File: config.mk
export PLATFORM = sky130hd
export DESIGN_NAME = pipeline_hazard_ctrl
export DESIGN_NICKNAME = d
export VERILOG_FILES = /design/src/rtl/pipeline_pkg.sv /design/src/rtl/pipeline_hazard_ctrl_hazard_detect.sv /design/src/rtl/pipeline_hazard_ctrl.sv
export SDC_FILE = /design/constraint.sdc
export NUM_CORES = 1
export LEC_CHECK = 0
export CORE_MARGIN = 4
export CORE_UTILIZATION = 31
export DETAILED_ROUTE_END_ITERATION = 10
export PLACE_DENSITY = 0.84
export SETUP_SLACK_MARGIN = 0.4
export SYNTH_ARGS = -nofsm -noshare
export SYNTH_HDL_FRONTEND = slang
export SYNTH_SLANG_ARGS = --single-unit
File: constraint.sdc
create_clock -name CLK -period 1.5 [get_ports CLK]
set_input_delay 0.225 -clock CLK [delete_from_list [all_inputs] [get_ports CLK]]
set_output_delay 0.225 -clock CLK [all_outputs]
set_load 0.01 [all_outputs]
File: src/rtl/pipeline_pkg.sv
// Shared constants for the 5-stage pipeline: FSM encodings, register-index
// width, the zero-register index and the NOP loaded by flushed registers.
package pipeline_pkg;

  localparam int unsigned REG_W = 5;
  localparam logic [REG_W-1:0] REG_XZR = 5'd31;

  localparam logic [1:0] ST_RUN  = 2'd0;
  localparam logic [1:0] ST_WAIT = 2'd1;
  localparam logic [1:0] ST_TRAP = 2'd2;

  // ARM64 NOP instruction word that a flushed IF/ID or ID/EX register carries.
  localparam logic [31:0] NOP_INSN = 32'hD503_201F;

endpackage

File: src/rtl/pipeline_hazard_ctrl_hazard_detect.sv
// Load-use hazard detector: an EX-stage load whose destination feeds a source
// register read by the ID-stage instruction. The zero register never conflicts.
module hazard_detect
  import pipeline_pkg::*;
#(
  parameter logic [REG_W-1:0] ZR_IDX = REG_XZR
) (
  input  logic [REG_W-1:0] id_rn,
  input  logic [REG_W-1:0] id_rm,
  input  logic             id_use_rn,
  input  logic             id_use_rm,
  input  logic             ex_memread,
  input  logic [REG_W-1:0] ex_rd,
  output logic             luh
);

  logic rn_hit;
  logic rm_hit;

  always_comb begin
    rn_hit = id_use_rn && (id_rn == ex_rd);
    rm_hit = id_use_rm && (id_rm == ex_rd);
    luh    = ex_memread && (ex_rd != ZR_IDX) && (rn_hit || rm_hit);
  end

endmodule

File: src/rtl/pipeline_hazard_ctrl.sv
// Stall/flush controller for the IF/ID/EX/MEM/WB pipeline with a memory-wait
// timeout trap. Optional performance counters are enabled by HAZARD_PERF_EN.
module pipeline_hazard_ctrl
  import pipeline_pkg::*;
#(
  parameter int unsigned      MEM_TIMEOUT = 16,
  parameter int unsigned      CNT_W       = 8,
  parameter logic [REG_W-1:0] ZR_IDX      = REG_XZR
) (
  input  logic             CLK,
  input  logic             resetl,
  input  logic [REG_W-1:0] id_rn,
  input  logic [REG_W-1:0] id_rm,
  input  logic             id_use_rn,
  input  logic             id_use_rm,
  input  logic             ex_memread,
  input  logic [REG_W-1:0] ex_rd,
  input  logic             ex_branch_taken,
  input  logic             mem_busy,
  output logic             pc_write,
  output logic             pc_sel,
  output logic             ifid_write,
  output logic             ifid_flush,
  output logic             idex_write,
  output logic             idex_flush,
  output logic             exmem_write,
  output logic             memwb_write,
  output logic             trap,
  output logic [1:0]       state_o,
  output logic [31:0]      stall_cycles,
  output logic [31:0]      flush_events
);

  localparam logic [CNT_W-1:0] TIMEOUT_CNT = CNT_W'(MEM_TIMEOUT);
  localparam logic [CNT_W-1:0] CNT_MAX     = '1;
  localparam bit               TIMEOUT_EN  = (MEM_TIMEOUT != 0);

  logic [1:0]       state_q, state_d;
  logic [CNT_W-1:0] wait_cnt_q, wait_cnt_d, wait_cnt_inc;
  logic             luh;
  logic             decide;

  hazard_detect #(.ZR_IDX(ZR_IDX)) u_hazard_detect (
    .id_rn      (id_rn),
    .id_rm      (id_rm),
    .id_use_rn  (id_use_rn),
    .id_use_rm  (id_use_rm),
    .ex_memread (ex_memread),
    .ex_rd      (ex_rd),
    .luh        (luh)
  );

  always_comb begin
    pc_write     = 1'b0;
    pc_sel       = 1'b0;
    ifid_write   = 1'b0;
    ifid_flush   = 1'b0;
    idex_write   = 1'b0;
    idex_flush   = 1'b0;
    exmem_write  = 1'b0;
    memwb_write  = 1'b0;
    trap         = 1'b0;
    state_d      = state_q;
    wait_cnt_d   = wait_cnt_q;
    decide       = 1'b0;
    wait_cnt_inc = (wait_cnt_q == CNT_MAX) ? wait_cnt_q : wait_cnt_q + 1'b1;

    case (state_q)
      ST_RUN: decide = 1'b1;
      ST_WAIT: begin
        if (mem_busy) begin
          wait_cnt_d = wait_cnt_inc;
          // Count includes the busy cycle that entered WAIT from RUN.
          if (TIMEOUT_EN && (wait_cnt_inc >= TIMEOUT_CNT)) begin
            state_d = ST_TRAP;
          end
        end else begin
          decide     = 1'b1;
          state_d    = ST_RUN;
          wait_cnt_d = '0;
        end
      end
      ST_TRAP: trap = 1'b1;
      default: state_d = ST_RUN;
    endcase

    if (decide) begin
      if (mem_busy) begin
        state_d    = ST_WAIT;
        wait_cnt_d = CNT_W'(1);
      end else if (ex_branch_taken) begin
        pc_sel      = 1'b1;
        pc_write    = 1'b1;
        ifid_write  = 1'b1;
        ifid_flush  = 1'b1;
        idex_write  = 1'b1;
        idex_flush  = 1'b1;
        exmem_write = 1'b1;
        memwb_write = 1'b1;
      end else if (luh) begin
        idex_write  = 1'b1;
        idex_flush  = 1'b1;
        exmem_write = 1'b1;
        memwb_write = 1'b1;
      end else begin
        pc_write    = 1'b1;
        ifid_write  = 1'b1;
        idex_write  = 1'b1;
        exmem_write = 1'b1;
        memwb_write = 1'b1;
      end
    end

    // The pipeline must stay quiet for as long as reset is held.
    if (!resetl) begin
      pc_write    = 1'b0;
      pc_sel      = 1'b0;
      ifid_write  = 1'b0;
      ifid_flush  = 1'b0;
      idex_write  = 1'b0;
      idex_flush  = 1'b0;
      exmem_write = 1'b0;
      memwb_write = 1'b0;
      trap        = 1'b0;
    end
  end

  always_ff @(posedge CLK or negedge resetl) begin
    if (!resetl) begin
      state_q    <= ST_RUN;
      wait_cnt_q <= '0;
    end else begin
      state_q    <= state_d;
      wait_cnt_q <= wait_cnt_d;
    end
  end

  assign state_o = state_q;

`ifdef HAZARD_PERF_EN
  logic [31:0] stall_cnt_q, stall_cnt_d;
  logic [31:0] flush_cnt_q, flush_cnt_d;

  always_comb begin
    stall_cnt_d = stall_cnt_q + ((!pc_write && (state_q != ST_TRAP)) ? 32'd1 : 32'd0);
    flush_cnt_d = flush_cnt_q + (ifid_flush ? 32'd1 : 32'd0);
  end

  always_ff @(posedge CLK or negedge resetl) begin
    if (!resetl) begin
      stall_cnt_q <= '0;
      flush_cnt_q <= '0;
    end else begin
      stall_cnt_q <= stall_cnt_d;
      flush_cnt_q <= flush_cnt_d;
    end
  end

  assign stall_cycles = stall_cnt_q;
  assign flush_events = flush_cnt_q;
`else
  assign stall_cycles = '0;
  assign flush_events = '0;
`endif

endmodule
==> impl_metrics.tcl, run 1 <==
set metrics [dict create \
    path_max_fanout 2 \
    crit_arrival_ns 1.40 \
    period_minus_slack_ns 1.63 \
    synth_simple_gate_area_frac 0.146 \
    finClkSkew_ns 0.00219 \
    cpPeakStageDelay_ns 0.33 \
    instances_no_fill 271 \
    clkSinkCount 10 \
    start_util 0.326 \
    synth_cell_types 42 \
    drt_pass1_iterations 4 \
    gp_congestion 0.834 \
    tns_ns -0.395 \
    grt-ovfl-total 0 \
    port_buffers 32 \
    violations "setup timing" \
    synthAdderAreaFrac 0.00945 \
    h-tree-depth 1 \
    avgViaCountPerCell 4.18 \
    cts_made_buffers 3 \
    path_cells "buf_6 > xor2_1 > nor4_2 > a32oi_2 > o31a_1 > buf_2" \
    synth-xor-area-share 0.0860 \
    fillerInstances 370 \
    maxSlewViolCount 0 \
    setup.worst_path.start_class "input pin" \
    yosys.area.top_type "buf_4" \
    fin_nets 246 \
    outcome "complete, but fails checks" \
    dp_hpwl_microns 2320 \
    synth_edf_count 0 \
    ys_seq_elements 10 \
    synth_top_area_share 0.386 \
    die_height_microns 73.3 \
    area_delta_synth_final_pct 48.1 \
    pre_cts_slack_ns -0.863 \
    max-vdd-ir-drop_mv 0.274 \
    hold_path_class "in -> async" \
    tritoncts "built" \
    postLayoutCoreUtil 0.483 \
    drc 0 \
    regToRegStartpoint "state_o[1]" \
    yosys-top-cells-area "buf_4 39%, dfrtp_1 19%, xor2_1 6.0%, xnor2_1 2.6%, o21ai_0 2.3%" \
    synth.area.mux_share 0.00756 \
    synth_compound_area_frac 0.158 \
    clk_pin_slew_worst_paths_ns 0.05 \
    cap_violations 0 \
    path_class "in -> out" \
    rows 23 \
    hold_violations 0 \
    place_inst 245 \
    synthCells 160 \
    grt_use_total 0.111 \
    power.leakage_nw 0.986 \
    grt_pass1_wl_microns 4540 \
    crit_start "id_rn[4]" \
    synth_most_common_cell "buf_4" \
    wl_microns 3490 \
    ys_warn_count 0 \
    powerDensity_nw_per_um2 488 \
    ys_async_sr_fraction 1.00 \
    power_mw 0.956 \
    rr_endpoint "wait_cnt_q[3]" \
    drt_iter0_markers 37 \
    synth_top_family_by_area "buffers and inverters" \
    drive_gt1_frac 0.425 \
    grt_max_degree 12 \
    clockRootBuffer "clkbuf_8" \
    setup_viol 4 \
    vias 1133 \
    synth_area_sq_um 1320 \
    r2r_setup_slack_ns -0.04 \
    avgRoutedWirePerCell_microns 12.9 \
    synthFlopType "dfrtp_1" \
    timing.hold.ws_ns 0.105 \
    core_region_area_sq_um 4060 \
    clk_latency_ns 0.23 \
    critPathSlowestCell "o31a_1" \
    fmax_mhz 615 \
    ios 97 \
    fin_crit_sh 1.08 \
    setup_ws_ns -0.126 \
    final_cell_area_sq_um 1960 \
    postSynthAreaPerCell_sq_um 8.27 \
    end_kind "output pin" \
    die_w_microns 73.3 \
    die-area_sq_um 5380 \
    antenna_found_initial 0 \
    yosysSeqAreaShare 0.189 \
    reg2regPathDepth 6 \
    worstPathRequired_ns 1.27 \
    grt_pass1_vias 984 \
    n_antenna_cell 0 \
    placed_cell_area_sq_um 1570 \
    clk_path_buf_depth 2 \
    synthTopCellsByCount "68 x buf_4, 10 x dfrtp_1, 9 x xor2_1" \
    postRouteAntennaNets 0 \
    grt_setup_unrepaired "yes" \
]
==> flip-flops by register name, indices dropped and copies added, names as in the netlist <==
| name | flops |
|---|---|
| state_o | 2 |
| wait_cnt_q | 8 |
==> cells by family after synthesis <==
group,count (synthesis)
compound gates,27
xor+xnor,13
fa+ha+maj,1
buf+inv,73
flops,10
mux,1
other cells,1
simple gates,34
==> worst max path at each step <==
| stage | endpoint | cells past startpoint |
|---|---|---|
| floorplan | pc_write | 4 |
| global placement | pc_write | 6 |
| detailed placement | pc_write | 6 |
| CTS | pc_write | 6 |
| global route | idex_flush | 5 |
| finish | pc_write | 6 |
==> repair_timing <==
action	CTS	global route
setup endpoints to repair	21	21
buffers inserted	14	9
endpoints found under the hold margin	0	0
pin swaps	30	16
hold buffers	0	0
gates resized for setup	127	20
==> per-layer routing <==
metal / track usage / part of all wire / routed length (microns)
met2: 0.208 / 0.54 / 1900
met4: 0.0543 / 0.015 / 53
met1: 0.116 / 0.33 / 1150
met3: 0.0219 / 0.11 / 394
met5: 0 / 0 / 0
==> power by group <==
| part | switching [mW] | internal, mW |
|---|---|---|
| Clock | 0.101 | 0.175 |
| Sequential | 0.0139 | 0.283 |
| Combinational | 0.217 | 0.166 |
| Total | 0.332 | 0.625 |
==> layout by cell type (no fill, tap or decap), types with 4 or more instances in the layout <==
master / synthesis / routed
buf_6: 0 / 23
dfrtp_1: 10 / 8
nand2_1: 7 / 4
dlygate4sd2_1: 0 / 6
xor2_1: 9 / 9
buf_2: 1 / 10
buf_4: 68 / 22
conb_1: 1 / 64
nor2_1: 5 / 4
clkdlybuf4s50_1: 0 / 4
==> worst max-delay path: cells and delay by family <==
kind                      cells  cell delay [ns]
xor gates and xnor gates      1             0.16
buffers and inverters         2             0.23
and+or+nand+nor               1             0.29
AOI/OAI and AO/OA             2             0.49
==> cell type report <==
| class | instances | area (sq um) | area share |
|---|---|---|---|
| inverter | 2 | 7.51 | 0.00383 |
| timing repair buffer | 66 | 577 | 0.294 |
| multi-input combinational | 140 | 1020 | 0.520 |
| sequential | 10 | 253 | 0.129 |
| tap | 50 | 62.6 | 0.0319 |
| clock buffer | 3 | 41.3 | 0.0211 |
No activity file was read; power rests on OpenSTA's default activity.
==> run 2, diff against run 1 <==
- PLACE_DENSITY: 0.84 -> 0.81
==> impl_metrics.tcl, run 2 (synthesized netlist as in run 1, its figures left out) <==
set metrics [dict create \
    gp_congestion 0.797 \
    cpPeakStageDelay_ns 0.38 \
    path_delay_family "buffers and inverters" \
    placed_cell_area_sq_um 1570 \
    core_region_area_sq_um 4060 \
    regMostFlops "wait_cnt_q" \
    rr_endpoint "wait_cnt_q[3]" \
    path_class "reg -> out" \
    hold_violations 0 \
    clk_pin_slew_worst_paths_ns 0.05 \
    reg2regPathDepth 6 \
    vias 1173 \
    crit_arrival_ns 1.43 \
    drt_pass1_iterations 4 \
    grt_pass1_vias 1080 \
    wl_microns 3470 \
    postLayoutCoreUtil 0.469 \
    drt_iter0_markers 20 \
    fin_crit_sh 1.10 \
    clockRootBuffer "clkbuf_8" \
    worstPathRequired_ns 1.27 \
    most-common-layout-cells "64 x conb_1, 23 x buf_4, 20 x buf_6" \
    postRouteAntennaNets 0 \
    tritoncts "built" \
    fmax_mhz 604 \
    n_antenna_cell 0 \
    die_w_microns 73.3 \
    grt-ovfl-total 0 \
    path_max_fanout 2 \
    rows 23 \
    die-area_sq_um 5380 \
    power.leakage_nw 0.942 \
    layout_commonest_cell "conb_1" \
    maxSlewViolCount 0 \
    clk_path_buf_depth 2 \
    cts_made_buffers 3 \
    area_delta_synth_final_pct 43.7 \
    final_cell_area_sq_um 1900 \
    powerDensity_nw_per_um2 512 \
    pre_cts_slack_ns -0.897 \
    period_minus_slack_ns 1.66 \
    avgViaCountPerCell 4.34 \
    timing.hold.ws_ns 0.217 \
    finClkSkew_ns 0.00684 \
    clkSinkCount 10 \
    avgRoutedWirePerCell_microns 12.9 \
    violations "setup timing" \
    grt_max_degree 11 \
    drc 0 \
    fin_nets 245 \
    largest_register_ffs 8 \
    grt_pass1_wl_microns 4720 \
    antenna_found_initial 0 \
    setup_ws_ns -0.157 \
    port_buffers 32 \
    drive_gt1_frac 0.432 \
    grt_setup_unrepaired "yes" \
    cap_violations 0 \
    grt_use_total 0.112 \
    setup.worst_path.start_class "register" \
    end_kind "output pin" \
    max-vdd-ir-drop_mv 0.203 \
    path_cells "buf_6 > nor3b_4 > buf_4 > and2_4 > o21bai_1 > buf_2" \
    cts_hold_buf 0 \
    path_buf_inv 3 \
    start_util 0.326 \
    h-tree-depth 1 \
    die_height_microns 73.3 \
    outcome "complete, but fails checks" \
    r2r_setup_slack_ns -0.03 \
    ios 97 \
    power_mw 0.973 \
    clk_latency_ns 0.25 \
    regToRegStartpoint "state_o[1]" \
    setup_viol 10 \
    critPathSlowestCell "dfrtp_1" \
    dp_hpwl_microns 2350 \
    hold_path_class "in -> async" \
]
## run 2: changes by cell type in the layout (fill, tap and decap cells not counted), sizes merged
cell    delta
clkbuf     +1
buf        -2
## run 2: metal layers
metal	track usage	wire (microns)
met5	0	0
met4	0.0423	44
met3	0.0315	499
met2	0.204	1870
met1	0.121	1060
## run 2: final cells by class
cell class                 count  area, sq um
multi-input combinational    140          980
timing repair buffer          65          556
tap                           50         62.6
sequential                    10          255
fill                         374         2160
inverter                       2         7.51
clock buffer                   3         41.3
## run 2: how the worst max path moves through the flow
stage	slack [ns]	endpoint	cells past startpoint	startpoint
2_1_floorplan	0.003	pc_write	4	state_o[1]
3_3_place_gp	-0.82	pc_write	6	ex_rd[0]
3_5_place_dp	-0.90	ifid_write	6	ex_rd[0]
4_1_cts	-0.18	idex_flush	6	state_o[1]
5_1_grt	-0.23	idex_flush	6	state_o[1]
6_report	-0.16	idex_flush	6	state_o[1]
## run 2: what timing repair did
action,CTS,global route
pin swaps,20,11
setup buffers,19,3
setup endpoints to repair,21,21
resized for setup,124,16
endpoints found under the hold margin,0,0
## run 2: stage by stage
step	setup TNS, ns	std cells
2_1_floorplan	0	223
3_3_place_gp	-5.19	245
3_5_place_dp	-5.35	245
4_1_cts	-0.638	267
5_1_grt	-1.49	270
6_report	-0.874	270
## run 2: where the power goes
group | internal (mW) | total (mW) | switching, mW
combinational | 0.168 | 0.381 | 0.213
clock | 0.177 | 0.292 | 0.115
sequential | 0.284 | 0.300 | 0.0162
total | 0.629 | 0.973 | 0.344
## run 2: tightest hold or removal path, stage by stage
cell	delay [ns]
dlygate4sd2_1	0.27
buf_6	0.13
buf_4	0.19
==> run 3, diff against run 2 <==
- PLACE_DENSITY: 0.81 -> 0.82
- SYNTH_HIERARCHICAL: unset -> 1
==> impl_metrics.tcl, run 3 <==
set metrics [dict create \
    synth_top_area_share 0.397 \
    yosys.area.top_type "buf_4" \
    yosysSeqAreaShare 0.195 \
    synthAdderAreaFrac 0.00974 \
    clk_latency_ns 0.24 \
    outcome "complete, but fails checks" \
    die-area_sq_um 5240 \
    hold_path_class "in -> async" \
    start_util 0.321 \
    ys_seq_elements 10 \
    yosys-top-cells-area "buf_4 40%, dfrtp_1 19%, xor2_1 5.5%, nand3_1 3.1%, o21ai_0 2.7%" \
    drive_gt1_frac 0.425 \
    power_mw 0.970 \
    period_minus_slack_ns 1.72 \
    wl_microns 3550 \
    h-tree-depth 1 \
    fillerInstances 366 \
    synth_compound_area_frac 0.135 \
    end_kind "output pin" \
    powerDensity_nw_per_um2 505 \
    ios 97 \
    synthCells 162 \
    most-common-layout-cells "64 x conb_1, 23 x buf_6, 20 x buf_4" \
    synthFlopType "dfrtp_1" \
    synth_edf_count 0 \
    postSynthAreaPerCell_sq_um 7.93 \
    avgViaCountPerCell 4.26 \
    fmax_mhz 581 \
    place_inst 258 \
    regMostFlops "wait_cnt_q" \
    largest_register_ffs 8 \
    worstPathRequired_ns 1.27 \
    grt_pass1_vias 986 \
    finClkSkew_ns 0.00733 \
    grt_max_degree 11 \
    crit_arrival_ns 1.49 \
    area_delta_synth_final_pct 49.6 \
    maxSlewViolCount 0 \
    path_cells "buf_8 > xor2_2 > nor4_2 > nand3_1 > a21oi_2 > buf_4 > o21a_1 > buf_2" \
    grt_setup_unrepaired "yes" \
    n_antenna_cell 0 \
    fin_nets 250 \
    critPathSlowestCell "nor4_2" \
    layout_commonest_cell "conb_1" \
    synth_area_sq_um 1280 \
    avgRoutedWirePerCell_microns 12.9 \
    dp_hpwl_microns 2410 \
    die_w_microns 72.4 \
    grt_pass1_wl_microns 4750 \
    path_buf_inv 3 \
    clockRootBuffer "clkbuf_8" \
    max-vdd-ir-drop_mv 0.589 \
    clkSinkCount 10 \
    port_buffers 32 \
    instances_no_fill 276 \
    drt_pass1_iterations 4 \
    path_delay_family "simple AND/OR/NAND/NOR gates" \
    ys_async_sr_fraction 1.00 \
    synth.area.mux_share 0 \
    rows 23 \
    synth_most_common_cell "buf_4" \
    drc 0 \
    cts_made_buffers 3 \
    setup.worst_path.start_class "input pin" \
    clk_pin_slew_worst_paths_ns 0.05 \
    die_height_microns 72.4 \
    setup_ws_ns -0.220 \
    synth_simple_gate_area_frac 0.175 \
    clk_path_buf_depth 2 \
    postRouteAntennaNets 0 \
    cpPeakStageDelay_ns 0.32 \
    setup_viol 6 \
    violations "setup timing" \
    path_class "in -> out" \
    vias 1176 \
    synth-xor-area-share 0.0682 \
    synth_top_family_by_area "buffers and inverters" \
    power.leakage_nw 0.930 \
    grt-ovfl-total 0 \
    ys_warn_count 6 \
    hold_violations 0 \
    path_max_fanout 2 \
    gp_congestion 0.838 \
    cap_violations 0 \
    synthTopCellsByCount "68 x buf_4, 10 x dfrtp_1, 9 x nand2_1" \
    antenna_found_initial 0 \
    grt_use_total 0.115 \
    drt_iter0_markers 43 \
    core_region_area_sq_um 4000 \
    synth_cell_types 36 \
    fin_crit_sh 1.15 \
    tritoncts "built" \
]
[run 3: cell types whose count changed after synthesis, moves of 2 or more]
cell	delta
nand3_1	+4
and3_1	+3
o21bai_1	-3
a31oi_1	+2
nand2_1	+2
nand4_1	+2
o211ai_1	+2
o41ai_1	-2
xnor2_1	-2
[run 3: final cells by class]
class                      count  area (sq um)  share of cell area
multi-input combinational    142           926               0.482
timing repair buffer          67           606               0.315
sequential                    10           254               0.132
tap                           50          62.6              0.0326
clock buffer                   4          55.1              0.0286
inverter                       3          18.8             0.00977
[run 3: worst register-to-register path: stages, from the launching register on]
cell	delay [ns]
dfrtp_2	0.43
buf_6	0.12
buf_6	0.10
buf_8	0.13
inv_8	0.06
nand2_4	0.04
or4_1	0.39
nand3_1	0.09
[run 3: cells by family (layout without fill, tap and decap cells)]
family / after synthesis / count (layout)
other cells: 1 / 64
flops: 10 / 10
compound gates: 26 / 26
xor+xnor: 10 / 10
buf+inv: 73 / 74
simple gates: 41 / 41
fa+ha+maj: 1 / 1
[run 3: metal layers]
metal	GRT usage	wire length, microns	vias up
met5	0	0	-
met3	0.0374	367	4
met2	0.207	1990	55
met1	0.131	1170	566
met4	0.0266	23	0
li1	-	-	551
[run 3: timing repair]
item                                    CTS  global route
endpoints found under the setup margin   21            20
hold buffers                              0             0
pin swaps                                25            18
buffers inserted                         12             2
resized for setup                       122            22
[run 3: worst paths after layout]
kind / from / end / slack (ns) / cells after the start
hold reg to reg: wait_cnt_q[2] / wait_cnt_q[2] / 0.61 / 1
min in group CLK: wait_cnt_q[2] / wait_cnt_q[2] / 0.61 / 1
setup reg to reg: state_o[1] / wait_cnt_q[3] / 0.07 / 7
max in group asynchronous: resetl / wait_cnt_q[2] / 1.13 / 3
hold / removal: resetl / wait_cnt_q[6] / 0.19 / 3
setup / recovery: ex_rd[1] / idex_flush / -0.22 / 8
[run 3: stage by stage]
step / util / hold WS, ns / cell area (sq um) / TNS (ns) / setup slack, ns
floorplan: - / -0.0706 / 1600 / 0 / 0.126
global placement: 0.404 / 0.561 / 1620 / -5.88 / -0.904
detailed placement: 0.404 / 0.595 / 1620 / -6.08 / -0.946
CTS: 0.458 / 0.197 / 1830 / -0.692 / -0.232
global route: 0.480 / 0.209 / 1920 / -1.05 / -0.287
finish: 0.480 / 0.195 / 1920 / -0.686 / -0.220
[run 3: power breakdown]
part / switching, mW / internal [mW]
clock network: 0.110 / 0.231
logic: 0.187 / 0.152
registers: 0.0116 / 0.279
